$ cat src/rtl/sdram_arbiter.sv
// sdram_arbiter: two-master arbiter (m0 instruction fetch, m1 data) in front of
// the SDRAM controller CPU port. One access in flight; the S_IDLE cycle after
// each completion doubles as the controller's dead cycle.
// Build option: define ARB_ROUND_ROBIN_EN for round-robin tie breaking; the
// default build gives m1 fixed priority with a starvation guard for m0.
module sdram_arbiter #(
  parameter int unsigned STARVE_MAX = 4
) (
  input  logic        clk,
  input  logic        reset_n,
  // instruction-fetch requester
  input  logic [22:0] m0_addr,
  input  logic [31:0] m0_din,
  input  logic [3:0]  m0_lane,
  input  logic        m0_wr,
  input  logic        m0_valid,
  output logic [31:0] m0_dout,
  output logic        m0_ready,
  // data requester
  input  logic [22:0] m1_addr,
  input  logic [31:0] m1_din,
  input  logic [3:0]  m1_lane,
  input  logic        m1_wr,
  input  logic        m1_valid,
  output logic [31:0] m1_dout,
  output logic        m1_ready,
  // SDRAM controller CPU port
  output logic [22:0] mem_addr,
  output logic [31:0] mem_din,
  output logic [3:0]  mem_lane,
  output logic        mem_wr,
  output logic        mem_valid,
  input  logic [31:0] mem_dout,
  input  logic        mem_ready
);

  localparam int unsigned CNT_W = 4;

  typedef enum logic {
    S_IDLE = 1'b0,
    S_BUSY = 1'b1
  } state_t;

  state_t state;
  state_t state_nxt;
  logic   grant;       // 0: m0 owns the port, 1: m1 owns the port
  logic   grant_nxt;
  logic   win;         // master that would be granted this cycle
  logic   grant_fire;  // a grant is made at the coming edge

`ifdef ARB_ROUND_ROBIN_EN
  logic rr_ptr;        // master preferred on a tie (the one not granted last)
  logic rr_ptr_nxt;
`else
  logic [CNT_W-1:0] starve_cnt;
  logic [CNT_W-1:0] starve_nxt;
`endif

  // State, grant and tie-break bookkeeping registers
  always_ff @(posedge clk or negedge reset_n) begin
    if (!reset_n) begin
      state      <= S_IDLE;
      grant      <= 1'b0;
`ifdef ARB_ROUND_ROBIN_EN
      rr_ptr     <= 1'b0;
`else
      starve_cnt <= '0;
`endif
    end else begin
      state      <= state_nxt;
      grant      <= grant_nxt;
`ifdef ARB_ROUND_ROBIN_EN
      rr_ptr     <= rr_ptr_nxt;
`else
      starve_cnt <= starve_nxt;
`endif
    end
  end

  // Next state: pick a winner in S_IDLE, hold the access until mem_ready
  always_comb begin
    state_nxt  = state;
    grant_nxt  = grant;
    win        = 1'b0;
    grant_fire = 1'b0;
`ifdef ARB_ROUND_ROBIN_EN
    rr_ptr_nxt = rr_ptr;
    if (m0_valid && m1_valid) win = rr_ptr;
    else                      win = m1_valid;
`else
    starve_nxt = starve_cnt;
    // m1 wins unless m0 has waited through STARVE_MAX m1 grants
    win = m1_valid && !(m0_valid && (starve_cnt == CNT_W'(STARVE_MAX)));
`endif

    case (state)
      S_IDLE: begin
        if (m0_valid || m1_valid) begin
          state_nxt  = S_BUSY;
          grant_nxt  = win;
          grant_fire = 1'b1;
        end
      end
      S_BUSY: begin
        if (mem_ready) state_nxt = S_IDLE;
      end
    endcase

`ifdef ARB_ROUND_ROBIN_EN
    if (grant_fire) rr_ptr_nxt = ~win;
`else
    if (grant_fire) begin
      if (!win) begin
        starve_nxt = '0;
      end else if (m0_valid && (starve_cnt != CNT_W'(STARVE_MAX))) begin
        starve_nxt = starve_cnt + CNT_W'(1);
      end
    end
`endif
  end

  // Outputs: request mux from the registered grant, ready steered to the owner
  always_comb begin
    mem_addr  = m0_addr;
    mem_din   = m0_din;
    mem_lane  = m0_lane;
    mem_wr    = m0_wr;
    mem_valid = 1'b0;
    m0_ready  = 1'b0;
    m1_ready  = 1'b0;
    m0_dout   = mem_dout;
    m1_dout   = mem_dout;
    if (grant) begin
      mem_addr = m1_addr;
      mem_din  = m1_din;
      mem_lane = m1_lane;
      mem_wr   = m1_wr;
    end
    // ready only counts while an access is outstanding; a stray one after reset is dropped
    if (state == S_BUSY) begin
      mem_valid = !mem_ready;
      m0_ready  = mem_ready && !grant;
      m1_ready  = mem_ready && grant;
    end
  end

endmodule

$ cat config.mk
export PLATFORM = sky130hd
export DESIGN_NAME = sdram_arbiter
export DESIGN_NICKNAME = d
export VERILOG_FILES = /design/src/rtl/sdram_arbiter.sv
export SDC_FILE = /design/constraint.sdc
export NUM_CORES = 1
export LEC_CHECK = 0
export ABC_AREA = 1
export CAP_MARGIN = 30
export CORE_AREA = 2 2 110 112
export DETAILED_ROUTE_END_ITERATION = 10
export DIE_AREA = 0 0 112 114
export PLACE_DENSITY_LB_ADDON = 0.08
export SYNTH_ARGS = -nofsm -noshare
export SYNTH_HDL_FRONTEND = slang
export SYNTH_SLANG_ARGS = --single-unit
$ cat constraint.sdc
create_clock -name clk -period 2 [get_ports clk]
set_clock_uncertainty 0.2 [all_clocks]
set_input_delay 0.4 -clock clk [delete_from_list [all_inputs] [get_ports clk]]
set_output_delay 0.4 -clock clk [all_outputs]
set_load 0.01 [all_outputs]
### Word-level counts from Yosys, hierarchy flattened

Cells that the tools add are included.

| storage, ports and cells | value |
|---|---|
| output and inout port bits | 127 |
| bits in latches | 0 |
| RAM bits | 0 |
| register bits after elaboration | 6 |
| memories kept | 0 |
| input port bits | 157 |
| word-level logic and storage cells | 32 |
| bits in read-only memories | 0 |

| operators by class | value |
|---|---|
| $mul | 0 |
| add/sub/neg operators | 1 |
| divide/modulo/power cells | 0 |
| reductions and logical operators | 11 |
| equality and inequality tests | 3 |
| shifts and indexed selects | 0 |
| multiplexer cells | 13 |
| order comparisons | 0 |
| bitwise logic cells | 1 |

Operators by type and width:

| cell | number |
|---|---|
| $mux W32 | 1 |
| $mux W23 | 1 |
| $mux W4 | 3 |
| $mux W1 | 7 |
| $logic_and A1 B1 Y1 | 5 |
| $add A4 B1 Y4 const B | 1 |
| $eq A4 B3 Y1 const B | 1 |
| $ne A4 B3 Y1 const B | 1 |
| $reduce_and A2 Y1 | 2 |
| $logic_not A1 Y1 | 3 |
| $ne A2 B1 Y1 const B | 1 |
| $pmux W1 S2 | 1 |
| $logic_or A1 B1 Y1 | 1 |
| $not A1 Y1 | 1 |

### Longest topological paths before layout

| logic depth | value |
|---|---|
| word-level depth | 6 |
| depth in mapped cells | 9 |
| gate-level depth less buffers | 9 |

### Worst setup path after synthesis

OpenSTA, ideal clock, no wires.

| timing | value |
|---|---|
| kind | register -> output |
| from | reg grant |
| to | out mem_addr[0] |
| arrival time | 845 ps |
| buffers on the path | 2 |
| stages on the path, launching flop included | 6 |
| setup slack | 555 ps |
| data required time | 1400 ps |
| path through | dfrtp_1 -> buf_4 -> inv_4 -> buf_6 -> nand2_1 -> nand2_1 |

| on the way | value |
|---|---|
| word-level cells in the longest chain between the ends | 1 |

RTL lines:

| item | line | source |
|---|---|---|
| start: declaration | 46 | `logic grant;` |
| start signal: assignment | 71 | `grant <= grant_nxt;` |
| $mux W23 | 133 | `if (grant) begin` |
| end: declaration | 28 | `output logic [22:0] mem_addr,` |

Every way passes these cells.

### Final worst setup path

| timing | value |
|---|---|
| from | reg grant |
| to | out m0_ready |

| on the way | value |
|---|---|
| word-level cells in the longest chain between the ends | 3 |

RTL lines:

| item | line | source |
|---|---|---|
| $logic_not A1 Y1 | 142 | `m0_ready = mem_ready && !grant;` |
| $logic_and A1 B1 Y1 | 142 |  |
| $mux W1 | 140 | `if (state == S_BUSY) begin` |
| end: declaration | 18 | `output logic m0_ready,` |

Every way passes these cells.

==> results_dict.tcl <==
set metrics [dict create \
    muxShareOfSynthArea_pct 0 \
    h-tree-depth 1 \
    drc_errors 0 \
    synth_compound_area_share_pct 1.16 \
    cts_hold_buf 0 \
    synth_seq_cells 6 \
    final-hold-violation-count 0 \
    antenna_cells 0 \
    drive_above_1_share_pct 13.8 \
    cts-buffers-inserted 3 \
    crit_slowest_cell "dfrtp_2" \
    p_total_mw 2.95 \
    slew_violations 0 \
    irDropWorstVdd_uv 421 \
    fmax_mhz 503 \
    drtIter0Drc 60 \
    reg2reg_to "starve_cnt[1]$_DFFE_PN0P_" \
    synth_largest_area_cell "nand2_1" \
    min_period_ns 1.99 \
    reg2reg_depth 9 \
    grt_max_degree 22 \
    path_delay_family "buffers and inverters" \
    worstPathCellList "buf_4 > bufbuf_16 > nor3_2 > buf_2" \
    leakagePower_nw 1.80 \
    rsz0062_at_grt "true" \
    cts_buffer_depth 2 \
    dr.pass1.iters 4 \
    syn_area_sq_um 1620 \
    critPathLaunchType "register" \
    synthArstFlopShare_pct 100 \
    grt_use_total_pct 11.2 \
    cp.arrival_ns 1.39 \
    worst-path-buf-inv 3 \
    cts_tree "yes" \
    setup_viol 0 \
    r2r_slack_ns 0.59 \
    die_height_microns 114 \
    synth_adder_area_share_pct 1.54 \
    clock_latency_ns 0.23 \
    power_density_nw_per_um2 871 \
    required_ns 1.40 \
    io_pins 284 \
    fin_ws_ns 0.0138 \
    numPortBuffers 187 \
    die_area_sq_um 12800 \
    slew_headroom_pct 79.2 \
    syn_inst 307 \
    worstSetupPathType "register to output port" \
    ant_nets 0 \
    dpl_worst_slack_ns -0.224 \
    status "finished, final reports clean" \
    synth_xor_area_share_pct 0.539 \
    cap_viol_max_count 0 \
    synthSimpleGateAreaFrac_pct 48.8 \
    fin_nets 602 \
    synth_ff_type "dfrtp_1" \
    syn-num-nets 466 \
    endpoint_kind "output port" \
    synth_top_area_share_pct 44.8 \
    root_buffer "clkbuf_16" \
    core_area_sq_um 11700 \
    slowest_delay_ns 0.43 \
    placed_area_sq_um 3220 \
    synth_commonest_cells "194 x nand2_1, 65 x buf_4, 8 x inv_1" \
    clock_sinks 6 \
    rows 40 \
    grt_pass1_vias 2145 \
    instances_no_fill 589 \
    min-delay-path-class "primary input to async pin" \
    syn2layout_area_growth_pct 109 \
    dieWidth_microns 112 \
    vias_per_cell 3.70 \
    wl_per_cell_microns 13.6 \
    overflow 0 \
    worst_pin_slew_ns 0.311 \
    synth.distinct_cells 18 \
    routed-via-count 2179 \
    seq_area_frac_synth_pct 9.24 \
    min_period_over_period_pct 99.3 \
    finalWirelength_microns 7990 \
    synth_top_family_by_area "simple AND/OR/NAND/NOR gates" \
    path_clk_slew_ns 0.04 \
    routabilityCongestion 0.753 \
    crit_fanout 15 \
    ys_warn_count 0 \
    dpl.cell_count 574 \
    fill_cells 1316 \
    initial_core_util_pct 13.9 \
    finish.utilization_pct 29.0 \
    grt_pass1_wl_microns 11500 \
    dp_hpwl_microns 6300 \
    avgSynthCellArea_sq_um 5.29 \
    fin_area_sq_um 3390 \
    yosysMostFrequentCell "nand2_1" \
    synth_edf_count 0 \
    reg2reg_from "starve_cnt[0]$_DFFE_PN0P_" \
    antenna_found_initial 0 \
    ys_top_cells_by_area "nand2_1 45%, buf_4 30%, dfrtp_1 9.2%, buf_6 4.2%, buf_2 1.8%" \
]
cell usage in the layout (no fill, tap or decap), types with 4 or more instances in the layout:
master / Yosys / routed
clkdlybuf4s50_1: 0 / 124
dlygate4sd2_1: 0 / 18
buf_12: 0 / 6
clkdlybuf4s15_1: 0 / 13
clkbuf_16: 0 / 4
buf_4: 65 / 7
nand2_1: 194 / 191
nand3_1: 4 / 4
buf_2: 6 / 20
inv_1: 8 / 8
nand2_2: 1 / 4
nor2_1: 4 / 4
dlymetal6s2s_1: 0 / 6
clkbuf_2: 0 / 4
buf_6: 6 / 6
dfrtp_1: 6 / 5
metal layers:
layer / vias up / part of all wire [%] / track usage [%] / wire length (microns)
met2: 144 / 52 / 21.8 / 4180
li1: 1118 / - / - / -
met1: 905 / 34 / 11.6 / 2720
met4: 0 / 1.1 / 1.54 / 87
met3: 12 / 13 / 4.73 / 1010
met5: - / 0 / 0 / 0
stage by stage:
step                hold slack [ns]  TNS (ns)
finish                        0.231         0
global route                  0.255   -0.0559
CTS                           0.252     -2.17
detailed placement            0.275     -7.35
global placement              0.269     -7.45
floorplan                   -0.0956         0
layout make-up:
type	instances	area, sq um	share of cell area (%)
flip-flops and latches	6	151	4.46
well taps	147	184	5.42
clock buffers	4	78.8	2.32
repair buffers	208	2080	61.2
inverters	11	43.8	1.29
multi-input cells	213	857	25.3
kinds of logic after synthesis:
kind of cell / after synthesis
AOI/OAI and AO/OA: 3
and+or+nand+nor: 207
buffers and inverters: 88
DFF: 6
xor gates and xnor gates: 1
adders and majority gates: 2
repair_timing:
item / CTS / global route
setup endpoints to repair: 63 / 42
gates cloned: 3 / 1
hold endpoints to repair: 0 / 0
gates resized for setup: 139 / 27
setup buffers: 6 / 3
state kept, by name, indices dropped and copies added (netlist names):
| name | flops |
|---|---|
| state | 1 |
| grant | 1 |
| starve_cnt | 4 |
worst max path at each step:
stage,endpoint,depth (start not counted),startpoint,slack [ns]
3_3_place_gp,m1_ready,4,mem_ready,-0.22
4_1_cts,mem_addr[3],4,grant$_DFFE_PN0P_,-0.24
5_1_grt,m0_ready,4,grant$_DFFE_PN0P_,-0.04
6_report,m0_ready,4,grant$_DFFE_PN0P_,0.01
2_1_floorplan,mem_addr[0],5,grant$_DFFE_PN0P_,0.55
3_5_place_dp,m1_ready,4,mem_ready,-0.22
power breakdown:
| part | internal [mW] | leakage, nW | total [mW] | switching (mW) |
|---|---|---|---|---|
| combinational | 1.27 | 1.69 | 2.42 | 1.14 |
| sequential | 0.158 | 0.0762 | 0.202 | 0.0445 |
| clock | 0.265 | 0.0382 | 0.336 | 0.0708 |
Note: power is estimated with default switching activity, not from simulation.
